$ cat src/rtl/bnn_layer_sequencer_if.sv
// ---------------------------------------------------------------------------
// bnn_layer_sequencer_if
// Bundles the run handshake, buffer read bus and result signals of one
// binarized fully-connected layer sequencer.
//   master : the sequencer (drives read addresses, strobe, results, status)
//   slave  : layer top + activation/weight buffers (drive start, threshold,
//            returned read data)
// Signals: start, thresh, act_addr, w_addr, rd_en, act_data, w_data,
//          out_bits, busy, done.
// ---------------------------------------------------------------------------
interface bnn_layer_sequencer_if #(
  parameter int IN_BITS = 32,
  parameter int WORDS   = 4,
  parameter int NEURONS = 8,
  parameter int ACC_W   = 8
);
  localparam int KW  = (WORDS > 1) ? $clog2(WORDS) : 1;
  localparam int WAW = (NEURONS * WORDS > 1) ? $clog2(NEURONS * WORDS) : 1;

  logic               start;
  logic [ACC_W-1:0]   thresh;
  logic [KW-1:0]      act_addr;
  logic [WAW-1:0]     w_addr;
  logic               rd_en;
  logic [IN_BITS-1:0] act_data;
  logic [IN_BITS-1:0] w_data;
  logic [NEURONS-1:0] out_bits;
  logic               busy;
  logic               done;

  modport master (
    input  start, thresh, act_data, w_data,
    output act_addr, w_addr, rd_en, out_bits, busy, done
  );

  modport slave (
    output start, thresh, act_data, w_data,
    input  act_addr, w_addr, rd_en, out_bits, busy, done
  );
endinterface

$ cat src/rtl/bnn_layer_sequencer.sv
// ---------------------------------------------------------------------------
// bnn_layer_sequencer
// Sequences one binarized fully-connected layer over a shared XNOR-popcount
// datapath: for every neuron n and input word k it reads activation word k
// and weight word n*WORDS+k, accumulates popcount(~(act ^ w)) and thresholds
// the neuron sum into out_bits[n].
// Ports:
//   clk  : clock, rising edge
//   rst  : synchronous active-high reset
//   bus  : bnn_layer_sequencer_if.master (start/thresh in, read bus out,
//          read data in, out_bits/busy/done out)
// ---------------------------------------------------------------------------
module bnn_layer_sequencer #(
  parameter int IN_BITS = 32,
  parameter int WORDS   = 4,
  parameter int NEURONS = 8,
  parameter int ACC_W   = 8
) (
  input  logic                    clk,
  input  logic                    rst,
  bnn_layer_sequencer_if.master   bus
);
  localparam int KW  = (WORDS > 1) ? $clog2(WORDS) : 1;
  localparam int NW  = (NEURONS > 1) ? $clog2(NEURONS) : 1;
  localparam int WAW = (NEURONS * WORDS > 1) ? $clog2(NEURONS * WORDS) : 1;

  typedef enum logic [2:0] {
    S_IDLE, S_RUN, S_WAIT, S_DECIDE, S_DONE
  } state_t;

  state_t             state_q, state_d;
  logic [KW-1:0]      k_q, k_d;
  logic [NW-1:0]      n_q, n_d;
  logic [ACC_W-1:0]   acc_q;
  logic [ACC_W-1:0]   thr_q;
  logic [NEURONS-1:0] out_q;
  logic               busy_q;
  logic               done_q;
  logic               rd_vld_q;

  logic               accept;
  logic [IN_BITS-1:0] xnor_w;
  logic [ACC_W-1:0]   pop;

  assign accept = (state_q == S_IDLE) && bus.start;

  genvar gi;
  generate
    for (gi = 0; gi < IN_BITS; gi++) begin : g_xnor
      assign xnor_w[gi] = ~(bus.act_data[gi] ^ bus.w_data[gi]);
    end
  endgenerate

  always_comb begin
    pop = '0;
    for (int i = 0; i < IN_BITS; i++) begin
      pop = pop + ACC_W'(xnor_w[i]);
    end
  end

  // Next-state and counter logic
  always_comb begin
    state_d = state_q;
    k_d     = k_q;
    n_d     = n_q;
    case (state_q)
      S_IDLE: begin
        if (bus.start) begin
          state_d = S_RUN;
          k_d     = '0;
          n_d     = '0;
        end
      end
      S_RUN: begin
        if (k_q == KW'(WORDS - 1)) begin
          state_d = S_WAIT;
        end else begin
          k_d = k_q + KW'(1);
        end
      end
      // Last word's data is returned during this cycle
      S_WAIT: state_d = S_DECIDE;
      S_DECIDE: begin
        k_d = '0;
        if (n_q == NW'(NEURONS - 1)) begin
          state_d = S_DONE;
        end else begin
          n_d     = n_q + NW'(1);
          state_d = S_RUN;
        end
      end
      S_DONE:  state_d = S_IDLE;
      default: state_d = S_IDLE;
    endcase
  end

  always_ff @(posedge clk) begin
    if (rst) begin
      state_q  <= S_IDLE;
      k_q      <= '0;
      n_q      <= '0;
      acc_q    <= '0;
      thr_q    <= '0;
      out_q    <= '0;
      busy_q   <= 1'b0;
      done_q   <= 1'b0;
      rd_vld_q <= 1'b0;
    end else begin
      state_q  <= state_d;
      k_q      <= k_d;
      n_q      <= n_d;
      // Buffers answer one cycle after the strobe
      rd_vld_q <= (state_q == S_RUN);
      busy_q   <= (state_d != S_IDLE);
      done_q   <= (state_d == S_DONE);
      if (accept) begin
        thr_q <= bus.thresh;
        out_q <= '0;
        acc_q <= '0;
      end else if (state_q == S_DECIDE) begin
        out_q[n_q] <= (acc_q >= thr_q);
        acc_q      <= '0;
      end else if (rd_vld_q) begin
        acc_q <= acc_q + pop;
      end
    end
  end

  assign bus.rd_en    = (state_q == S_RUN);
  assign bus.act_addr = k_q;
  assign bus.w_addr   = WAW'(n_q) * WAW'(WORDS) + WAW'(k_q);
  assign bus.out_bits = out_q;
  assign bus.busy     = busy_q;
  assign bus.done     = done_q;

endmodule

$ cat src/flat_wrapper.sv
// flat-port wrapper written by rule: the top's interface ports become plain ports
module bnn_layer_sequencer_flat 
#(
  parameter int IN_BITS = 32,
  parameter int WORDS   = 4,
  parameter int NEURONS = 8,
  parameter int ACC_W   = 8
)
  (clk, rst, bus_start, bus_thresh, bus_act_data, bus_w_data, bus_act_addr, bus_w_addr, bus_rd_en, bus_out_bits, bus_busy, bus_done);
  bnn_layer_sequencer_if #(.IN_BITS(IN_BITS), .WORDS(WORDS), .NEURONS(NEURONS), .ACC_W(ACC_W)) bus_i ();
  input  logic clk;
  input  logic rst;
  input wire logic [$bits(bus_i.start)-1:0] bus_start;
  input wire logic [$bits(bus_i.thresh)-1:0] bus_thresh;
  input wire logic [$bits(bus_i.act_data)-1:0] bus_act_data;
  input wire logic [$bits(bus_i.w_data)-1:0] bus_w_data;
  output wire logic [$bits(bus_i.act_addr)-1:0] bus_act_addr;
  output wire logic [$bits(bus_i.w_addr)-1:0] bus_w_addr;
  output wire logic [$bits(bus_i.rd_en)-1:0] bus_rd_en;
  output wire logic [$bits(bus_i.out_bits)-1:0] bus_out_bits;
  output wire logic [$bits(bus_i.busy)-1:0] bus_busy;
  output wire logic [$bits(bus_i.done)-1:0] bus_done;
  assign bus_i.start = bus_start;
  assign bus_i.thresh = bus_thresh;
  assign bus_i.act_data = bus_act_data;
  assign bus_i.w_data = bus_w_data;
  assign bus_act_addr = bus_i.act_addr;
  assign bus_w_addr = bus_i.w_addr;
  assign bus_rd_en = bus_i.rd_en;
  assign bus_out_bits = bus_i.out_bits;
  assign bus_busy = bus_i.busy;
  assign bus_done = bus_i.done;
  bnn_layer_sequencer #(.IN_BITS(IN_BITS), .WORDS(WORDS), .NEURONS(NEURONS), .ACC_W(ACC_W)) u_core (.clk(clk), .rst(rst), .bus(bus_i));
endmodule
$ cat config.mk
export PLATFORM = sky130hd
export DESIGN_NAME = bnn_layer_sequencer_flat
export DESIGN_NICKNAME = d
export VERILOG_FILES = /design/src/rtl/bnn_layer_sequencer_if.sv /design/src/rtl/bnn_layer_sequencer.sv /design/src/flat_wrapper.sv
export SDC_FILE = /design/constraint.sdc
export NUM_CORES = 1
export LEC_CHECK = 0
export ABC_AREA = 1
export BUFFER_PORTS_ARGS = -buffer_cell sky130_fd_sc_hd__buf_2
export CORE_MARGIN = 8
export CORE_UTILIZATION = 40
export CTS_BUF_LIST = sky130_fd_sc_hd__clkbuf_4 sky130_fd_sc_hd__clkbuf_8 sky130_fd_sc_hd__clkbuf_16
export DETAILED_ROUTE_END_ITERATION = 10
export PLACE_DENSITY = 0.61
export SLEW_MARGIN = 25
export SYNTH_ARGS = -nofsm -noshare
export SYNTH_HDL_FRONTEND = slang
export SYNTH_SLANG_ARGS = --single-unit
$ cat constraint.sdc
create_clock -name clk -period 11.1 [get_ports clk]
set_clock_uncertainty 0.2 [all_clocks]
set_input_delay 0.555 -clock clk [delete_from_list [all_inputs] [get_ports clk]]
set_output_delay 0.555 -clock clk [all_outputs]
set_load 0.02 [all_outputs]
==> out/metrics.csv, run 1 <==
metric;value;unit
Slew HR;0.656;
crit path capture type;flip-flop;
CP Class;in -> reg;
post-CTS resize count;0;
final number of max-transition violations;0;
nets@finish;621;
crit path DAT;5.45;ns
Ys Warns;0;
Residual DRC;0;
Syn-to-layout area delta;19.9;%
FP Rows;32;
CP Buf/Inv Count;5;
commonest non-fill, non-tap cells in the layout;92 x buf_2, 79 x inv_1, 56 x nand2_1, 41 x nor2_1, 35 x dfxtp_1;
WL per Instance;11.0;um
status;complete, no violations;
clock buffer count from CTS;5;
max cap viols;0;
GRT Total Usage;0.114;
CP dominant cell by count;fa_1;
full die area;11000;um^2
initial antenna violation count;0;
RePlAce Congestion;0.825;
final wirelength;6.49;mm
Max Freq;0.184;GHz
CP max stage cell;fa_1;
HP Class;reg -> reg;
Root Buffer;clkbuf_8;
Initial DRT Pass Iterations;4;
commonest non-fill, non-tap cell in the layout;buf_2;
Die Span X;105;um
Seq/Total Area, Yosys;0.223;
Die Y;105;um
final antenna-violating net count;0;
crit-path leading delay family;adder cells;
CP Max Fanout;3;
Avg Cell Area, Syn;7.96;um^2
dpl hpwl;5.65;mm
Syn Std Cell Area;3140;um^2
clock insertion delay at the later pin of the skew report;0.29;ns
Initial Utilization;0.409;
CP Cell Sequence;buf_2 > xnor2_1 > ha_1 > inv_1 > fa_1 > fa_1 > fa_1 > fa_1 > fa_1 > fa_1 > inv_1 > ha_1 > inv_1 > fa_1 > nor2_1 > nor2_1 > or2_2 > nand3_1 > nand2_1 > inv_1;
Fillers;809;
# diodes;0;
final hold vios;0;
share of cells above drive strength 1;0.248;
largest net degree at the start of global routing;18;
Boundary Pins;93;
max incr delay on CP;0.52;ns
minimum clock period;5.43;ns
vias in the first global route;2620;
slew at the pin with the worst max-slew slack;0.515;ns
Req. time, crit path;11.13;ns
synthesized flop and latch total;35;
total number of vias;2630;
Clock Pin Slew Worst Setup and Hold Paths;0.07;ns
first-pass GRT wire length;10.7;mm
CTS max path bufs;2;
Final period util;0.489;
gate count after technology mapping;395;
Worst VDD drop;310;uV
startpoint types;input pin;
initial drt markers;74;
port bufs;92;
CTS Hold Bufs;0;
LEAKAGE;2.06;nW
Yosys cell types;31;
Power Density;306;nW/um^2
CTS tree;yes;
H-tree depth;2;
RSZ-0062 raised after global routing;no;
Overflow after GRT;0;
# clock sinks;35;
setup TNS;0;ns
Syn Nets;529;
# setup viols final;0;
via-per-instance ratio;4.46;
floorplan core area;7690;um^2
# Post-CTS Setup Buffers;0;
Layout Utilization;0.490;
[power breakdown]
part	switching (mW)	leakage [nW]	internal [mW]
sequential	0.00758	0.285	0.135
combinational	0.515	1.73	0.401
clock	0.0472	0.0446	0.0463
total	0.569	2.06	0.582
[final cells by class]
class,instances,area (um^2),area share
Clock buffer,6,76.3,0.0203
Clock inverter,2,12.5,0.00332
Inverter,82,310,0.0823
Multi-Input combinational cell,271,2080,0.552
Sequential cell,35,701,0.186
Tap cell,102,128,0.0339
Timing Repair Buffer,92,460,0.122
[per-stage QoR]
stage	hold WS (ns)	worst slack, ns	cells	total power [mW]	area (um^2)
after floorplan	0.235	5.64	395	0.911	3140
after global placement	0.256	5.41	582	1.06	3680
after detailed placement	0.258	5.35	582	1.08	3680
after CTS	0.270	5.64	590	1.17	3770
after global routing	0.286	5.50	590	1.32	3770
final	0.264	5.67	590	1.15	3770
[layer usage]
metal	wire [um]	GRT usage	up-vias
met5	0	0	-
met4	100	0.0449	0
met3	201	0.0221	10
met2	3350	0.216	55
met1	2830	0.122	1164
li1	-	-	1401
[tightest hold or removal path: stages (launching register included)]
cell and delay, ns:
dfxtp_1 0.30, inv_1 0.06, a21oi_1 0.06
[kinds of logic after synthesis]
family                     Yosys count  share of synthesized area
and+or+nand+nor                    143                      0.212
buffers and inverters               89                      0.115
adders and majority gates           59                      0.294
AOI/OAI and AO/OA                   35                     0.0605
DFF                                 35                      0.223
xor gates and xnor gates            34                     0.0947
[cell usage after synthesis (all sizes together)]
| library cell | number | area share |
|---|---|---|
| a21oi | 21 | 0.035 |
| o21a | 1 | 0.0024 |
| nand4 | 3 | 0.0060 |
| clkbuf | 1 | 0.0016 |
| nor2 | 43 | 0.056 |
| fa | 25 | 0.16 |
| dfxtp | 35 | 0.22 |
| nand3 | 27 | 0.049 |
| a211oi | 1 | 0.0024 |
| or2 | 4 | 0.0080 |
| ha | 34 | 0.14 |
| buf | 6 | 0.015 |
| xor2 | 23 | 0.064 |
| nand3b | 2 | 0.0048 |
| o211ai | 1 | 0.0024 |
| o21ai | 11 | 0.019 |
| nand2 | 59 | 0.073 |
| inv | 82 | 0.099 |
| nor3 | 5 | 0.016 |
| xnor2 | 11 | 0.031 |
[state kept, by name, summed over array words and instances (netlist names)]
register             cells
u_core.bus.busy          1
u_core.bus.out_bits      8
u_core.state_q           3
u_core.bus.act_addr      2
u_core.rd_vld_q          1
u_core.n_q               3
u_core.thr_q             8
u_core.bus.done          1
u_core.acc_q             8
[worst paths after layout]
kind / from / endpoint / slack, ns / depth (start not counted)
worst max-delay path: bus_w_data[1] / u_core.acc_q[4]$_SDFFE_PP0P_ / 5.67 / 20
worst min register to register: u_core.thr_q[7]$_SDFFE_PP0P_ / u_core.thr_q[7]$_SDFFE_PP0P_ / 0.26 / 2
worst max register to register: u_core.acc_q[1]$_SDFFE_PP0P_ / u_core.acc_q[4]$_SDFFE_PP0P_ / 6.64 / 14
worst min-delay path: u_core.thr_q[7]$_SDFFE_PP0P_ / u_core.thr_q[7]$_SDFFE_PP0P_ / 0.26 / 2
No activity file was read; power rests on OpenSTA's default activity.
==> run 2, diff against run 1 <==
Clock period 11.1 ns to 5 ns, I/O delays scaled along.
==> out/metrics.csv, run 2 (same netlist as run 1, synthesis figures left out) <==
metric;value;unit;change
Crit. path cell count;16;;-20%
setup TNS;0;ns;unchanged
Layout Utilization;0.497;;+0.00635
Root Buffer;clkbuf_8;;
RSZ-0062 raised after global routing;no;;
pre-CTS setup slack;-0.197;ns;-5.55 ns
first-pass GRT wire length;11.0;mm;+3.1%
Syn-to-layout area delta;21.4;%;
crit path capture type;flip-flop;;
LEAKAGE;2.08;nW;+0.90%
Boundary Pins;93;;unchanged
# diodes;0;;unchanged
commonest non-fill, non-tap cell in the layout;buf_2;;
share of cells above drive strength 1;0.264;;+0.0163
total number of vias;2695;;+2.5%
initial antenna violation count;0;;unchanged
Final period util;0.973;;
final hold vios;0;;unchanged
CP Buf/Inv Count;4;;-1
clock insertion delay at the later pin of the skew report;0.28;ns;about the same
WL per Instance;11.0;um;+0.38%
Die Span X;105;um;unchanged
CP max stage cell;fa_1;;
FP Rows;32;;unchanged
CP Cell Sequence;buf_2 > xnor2_1 > ha_1 > inv_1 > fa_1 > fa_1 > fa_1 > fa_1 > fa_1 > fa_1 > inv_1 > ha_2 > inv_1 > fa_2 > or2_2 > a21oi_2;;
Power Density;738;nW/um^2;+140%
Clock Pin Slew Worst Setup and Hold Paths;0.07;ns;about the same
final number of max-transition violations;0;;unchanged
worst hold start;bus_thresh[0];;
via-per-instance ratio;4.54;;+1.8%
commonest non-fill, non-tap cells in the layout;92 x buf_2, 79 x inv_1, 56 x nand2_1, 41 x nor2_1, 35 x dfxtp_1;;
CP startpoint;bus_act_data[0];;
crit path DAT;4.88;ns;-0.57 ns
RePlAce Congestion;0.815;;-1.2%
full die area;11000;um^2;unchanged
port bufs;92;;unchanged
vias in the first global route;2618;;-0.076%
Max Freq;0.205;GHz;
final antenna-violating net count;0;;unchanged
CP Class;in -> reg;;
Residual DRC;0;;unchanged
initial drt markers;87;;+18%
worst reg2reg path depth;16;;+2
GRT Total Usage;0.116;;+0.00216
reg2reg start;u_core.acc_q[1]$_SDFFE_PP0P_;;
post-route cell area;3820;um^2;+1.3%
Slew HR;0.620;;-0.0363
Area after DPL;3700;um^2;+0.48%
HP Class;in -> reg;;
dpl hpwl;5.67;mm;+0.39%
slew at the pin with the worst max-slew slack;0.569;ns;+0.0544 ns
Die Y;105;um;unchanged
worst hold stages;3;;+1
Pwr Total;2.82;mW;+140%
max cap viols;0;;unchanged
CP Max Fanout;2;;-1
Worst VDD drop;712;uV;+130%
Req. time, crit path;5.01;ns;-6.12 ns
crit-path leading delay family;adder cells;;
final wirelength;6.55;mm;+1.1%
status;complete, no violations;;
CTS max path bufs;2;;unchanged
Initial Utilization;0.409;;unchanged
minimum clock period;4.87;ns;
clock buffer count from CTS;5;;unchanged
Overflow after GRT;0;;unchanged
# setup viols final;0;;unchanged
CP dominant cell by count;fa_1;;
largest net degree at the start of global routing;18;;unchanged
CTS tree;yes;;
# clock sinks;35;;unchanged
fin worst setup slack;0.133;ns;-5.54 ns
startpoint types;input pin;;
floorplan core area;7690;um^2;unchanged
H-tree depth;2;;unchanged
max incr delay on CP;0.56;ns;+0.04 ns
Initial DRT Pass Iterations;4;;unchanged
nets@finish;625;;+0.64%
==> run 2: cell types whose count changed in the layout (fill, tap and decap cells not counted), sizes merged <==
cell	change
buf	+4
==> run 2: metrics by stage <==
| step | hold WS (ns) | instances |
|---|---|---|
| 6_report | 0.0129 | 594 |
| 4_1_cts | 0.00817 | 592 |
| 2_1_floorplan | 0.185 | 395 |
| 3_5_place_dp | 0.263 | 584 |
| 3_3_place_gp | 0.256 | 584 |
| 5_1_grt | 0.0221 | 594 |
==> run 2: tightest hold or removal path, delay by kind of cell <==
family | cells | cell delay (ns)
AND/OR/NAND/NOR | 2 | 0.12
buffers and inverters | 1 | 0.09
==> run 2: per-layer routing <==
metal / share of wire / vias up / global-route usage / routed length [um]
li1: - / 1409 / - / -
met1: 0.43 / 1217 / 0.136 / 2830
met2: 0.52 / 62 / 0.209 / 3380
met3: 0.037 / 7 / 0.0209 / 241
met4: 0.016 / 0 / 0.0398 / 102
met5: 0 / - / 0 / 0
==> run 2: report_power, final <==
part           switching, mW  internal, mW  leakage, nW
combinational           1.20          1.10         1.75
sequential            0.0180         0.299        0.285
clock                  0.100         0.103       0.0446
==> run 2: path summary, 6_finish.rpt <==
kind	endpoint	slack, ns
min reg2reg	u_core.thr_q[3]$_SDFFE_PP0P_	0.26
max reg2reg	u_core.acc_q[7]$_SDFFE_PP0P_	0.60
max	u_core.acc_q[1]$_SDFFE_PP0P_	0.13
min	u_core.thr_q[0]$_SDFFE_PP0P_	0.01
==> run 2: timing repair <==
| item | in CTS | in global routing |
|---|---|---|
| hold buffers | 0 | 0 |
| gates resized for setup | 0 | 5 |
| buffers inserted | 0 | 2 |
| setup endpoints to repair | 0 | 5 |
==> run 2: layout make-up <==
| type | count | area [um^2] |
|---|---|---|
| Fill cell | 782 | 3870 |
| Sequential cell | 35 | 701 |
| Timing Repair Buffer | 96 | 490 |
| Clock inverter | 2 | 12.5 |
| Inverter | 82 | 310 |
| Multi-Input combinational cell | 271 | 2100 |
| Tap cell | 102 | 128 |
| Clock buffer | 6 | 76.3 |
==> run 3, diff against run 2 <==
Settings changed: MAX_ROUTING_LAYER from default to met4, PLACE_DENSITY 0.61 to 0.64.
Clock period 5 ns to 4.4 ns, I/O delays scaled along.
==> out/metrics.csv, run 3 (same netlist as run 1, synthesis figures left out) <==
metric;value;unit;change
Boundary Pins;93;;unchanged
share of cells above drive strength 1;0.284;;+0.0200
Root Buffer;clkbuf_8;;
flop2flop setup slack;0.03;ns;-0.57 ns
Fillers;757;;-3.2%
full die area;11000;um^2;unchanged
initial antenna violation count;0;;unchanged
Die Span X;105;um;unchanged
RSZ-0062 raised after global routing;yes;;
Worst VDD drop;1100;uV;+54%
CTS max path bufs;2;;unchanged
# setup viols final;7;;+7
placed insts;586;;+0.34%
# clock sinks;35;;unchanged
dpl hpwl;5.65;mm;-0.39%
startpoint types;input pin;;
post-route cell area;3960;um^2;+3.8%
Initial Utilization;0.409;;unchanged
via-per-instance ratio;4.53;;-0.23%
Max Freq;0.213;GHz;
CTS tree;yes;;
Final period util;1.07;;
Syn-to-layout area delta;26.0;%;
worst hold start;bus_thresh[6];;
fin worst setup slack;-0.306;ns;-0.439 ns
vias in the first global route;2720;;+3.9%
# diodes;0;;unchanged
FP Rows;32;;unchanged
failing checks;negative setup slack;;
crit path DAT;4.73;ns;-0.15 ns
reg2reg start;u_core.acc_q[1]$_SDFFE_PP0P_;;
CP startpoint;bus_act_data[1];;
floorplan core area;7690;um^2;unchanged
CP Max Fanout;3;;+1
Clock Pin Slew Worst Setup and Hold Paths;0.07;ns;about the same
setup TNS;-1.54;ns;-1.54 ns
max cap viols;0;;unchanged
largest net degree at the start of global routing;18;;unchanged
commonest non-fill, non-tap cells in the layout;88 x buf_2, 77 x inv_1, 54 x nand2_1, 41 x nor2_1, 35 x dfxtp_1;;
final number of max-transition violations;0;;unchanged
minimum clock period;4.71;ns;
worst hold stages;3;;unchanged
WL per Instance;11.0;um;-0.74%
HP Class;in -> reg;;
initial drt markers;103;;+18%
crit path capture type;flip-flop;;
final cell count without fillers;598;;+0.67%
Slew HR;0.624;;+0.00366
total number of vias;2707;;+0.45%
Pwr Total;3.85;mW;+37%
first-pass GRT wire length;11.5;mm;+4.4%
commonest non-fill, non-tap cell in the layout;buf_2;;
Overflow after GRT;0;;unchanged
Power Density;972;nW/um^2;+32%
Residual DRC;0;;unchanged
final antenna-violating net count;0;;unchanged
GRT Total Usage;0.125;;+0.00805
slew at the pin with the worst max-slew slack;0.564;ns;-0.00549 ns
CP Class;in -> reg;;
port bufs;92;;unchanged
status;finished with violations;;
FF-to-FF End;u_core.acc_q[4]$_SDFFE_PP0P_;;
RePlAce Congestion;0.810;;-0.65%
final hold vios;0;;unchanged
clock buffer count from CTS;5;;unchanged
Initial DRT Pass Iterations;4;;unchanged
Layout Utilization;0.515;;+0.0187
Hold EP;u_core.thr_q[6]$_SDFFE_PP0P_;;
clock insertion delay at the later pin of the skew report;0.29;ns;about the same
LEAKAGE;2.14;nW;+3.0%
Area after DPL;3750;um^2;+1.4%
H-tree depth;2;;unchanged
nets@finish;629;;+0.64%
Die Y;105;um;unchanged
worst reg2reg path depth;15;;-1
final wirelength;6.55;mm;about the same
Req. time, crit path;4.43;ns;-0.58 ns
==> run 3: changes by cell type in the layout (fill, tap and decap cells not counted), sizes merged <==
cell,before,now
dlygate4sd3,0,2
clkinv,1,2
clkbuf,6,5
clkinvlp,1,0
buf,96,98
bufinv,0,1
==> run 3: per-layer routing <==
metal  share of wire  global-route usage  up-vias
li1                -                   -     1409
met2            0.52               0.225       51
met4           0.010              0.0306        0
met1            0.44               0.140     1242
met3           0.030              0.0190        5
met5               0                   -        -
==> run 3: how the worst max path moves through the flow <==
stage | end | cells past startpoint
after floorplan | u_core.acc_q[4]$_SDFFE_PP0P_ | 19
after global placement | u_core.acc_q[4]$_SDFFE_PP0P_ | 20
after detailed placement | u_core.acc_q[4]$_SDFFE_PP0P_ | 20
after CTS | u_core.acc_q[4]$_SDFFE_PP0P_ | 20
after global routing | u_core.acc_q[4]$_SDFFE_PP0P_ | 20
final | u_core.acc_q[4]$_SDFFE_PP0P_ | 20
==> run 3: report_power, final <==
group,internal (mW),leakage (nW),total [mW],switching (mW)
logic,1.60,1.80,3.21,1.60
registers,0.340,0.285,0.359,0.0190
clock network,0.169,0.0581,0.286,0.117
total,2.11,2.14,3.85,1.74
==> run 3: repair_timing <==
action / CTS / global route
pin swaps: 4 / 12
gates resized for setup: 8 / 4
hold buffers: 2 / 0
buffers inserted: 1 / 1
endpoints found under the setup margin: 7 / 7
hold endpoints to repair: 4 / 0
==> run 3: metrics by stage <==
step	setup slack (ns)	hold slack, ns
floorplan	-0.327	0.155
global placement	-0.552	0.250
detailed placement	-0.600	0.256
CTS	-0.294	0.0126
global route	-0.441	0.0142
finish	-0.306	0.0153
==> run 3: cell type report <==
cell class	instances	area [um^2]	share of cell area
inverters	82	310	0.0783
well taps	102	128	0.0322
repair buffers	100	551	0.139
multi-input cells	271	2160	0.545
clock inverters	3	43.8	0.0111
flip-flops and latches	35	701	0.177
clock buffers	5	68.8	0.0174
==> run 3: critical path, cell delays in order <==
cell and delay (ns):
buf_6 0.09, xnor2_2 0.12, ha_1 0.27, inv_1 0.04, fa_1 0.51, fa_1 0.44, fa_1 0.52, fa_1 0.43
fa_1 0.51, fa_1 0.40, inv_1 0.07, ha_2 0.19, inv_2 0.04, fa_2 0.37, nor2_1 0.09, nor2_1 0.06
or2_4 0.22, nand3_2 0.05, nand2_1 0.05, inv_1 0.04
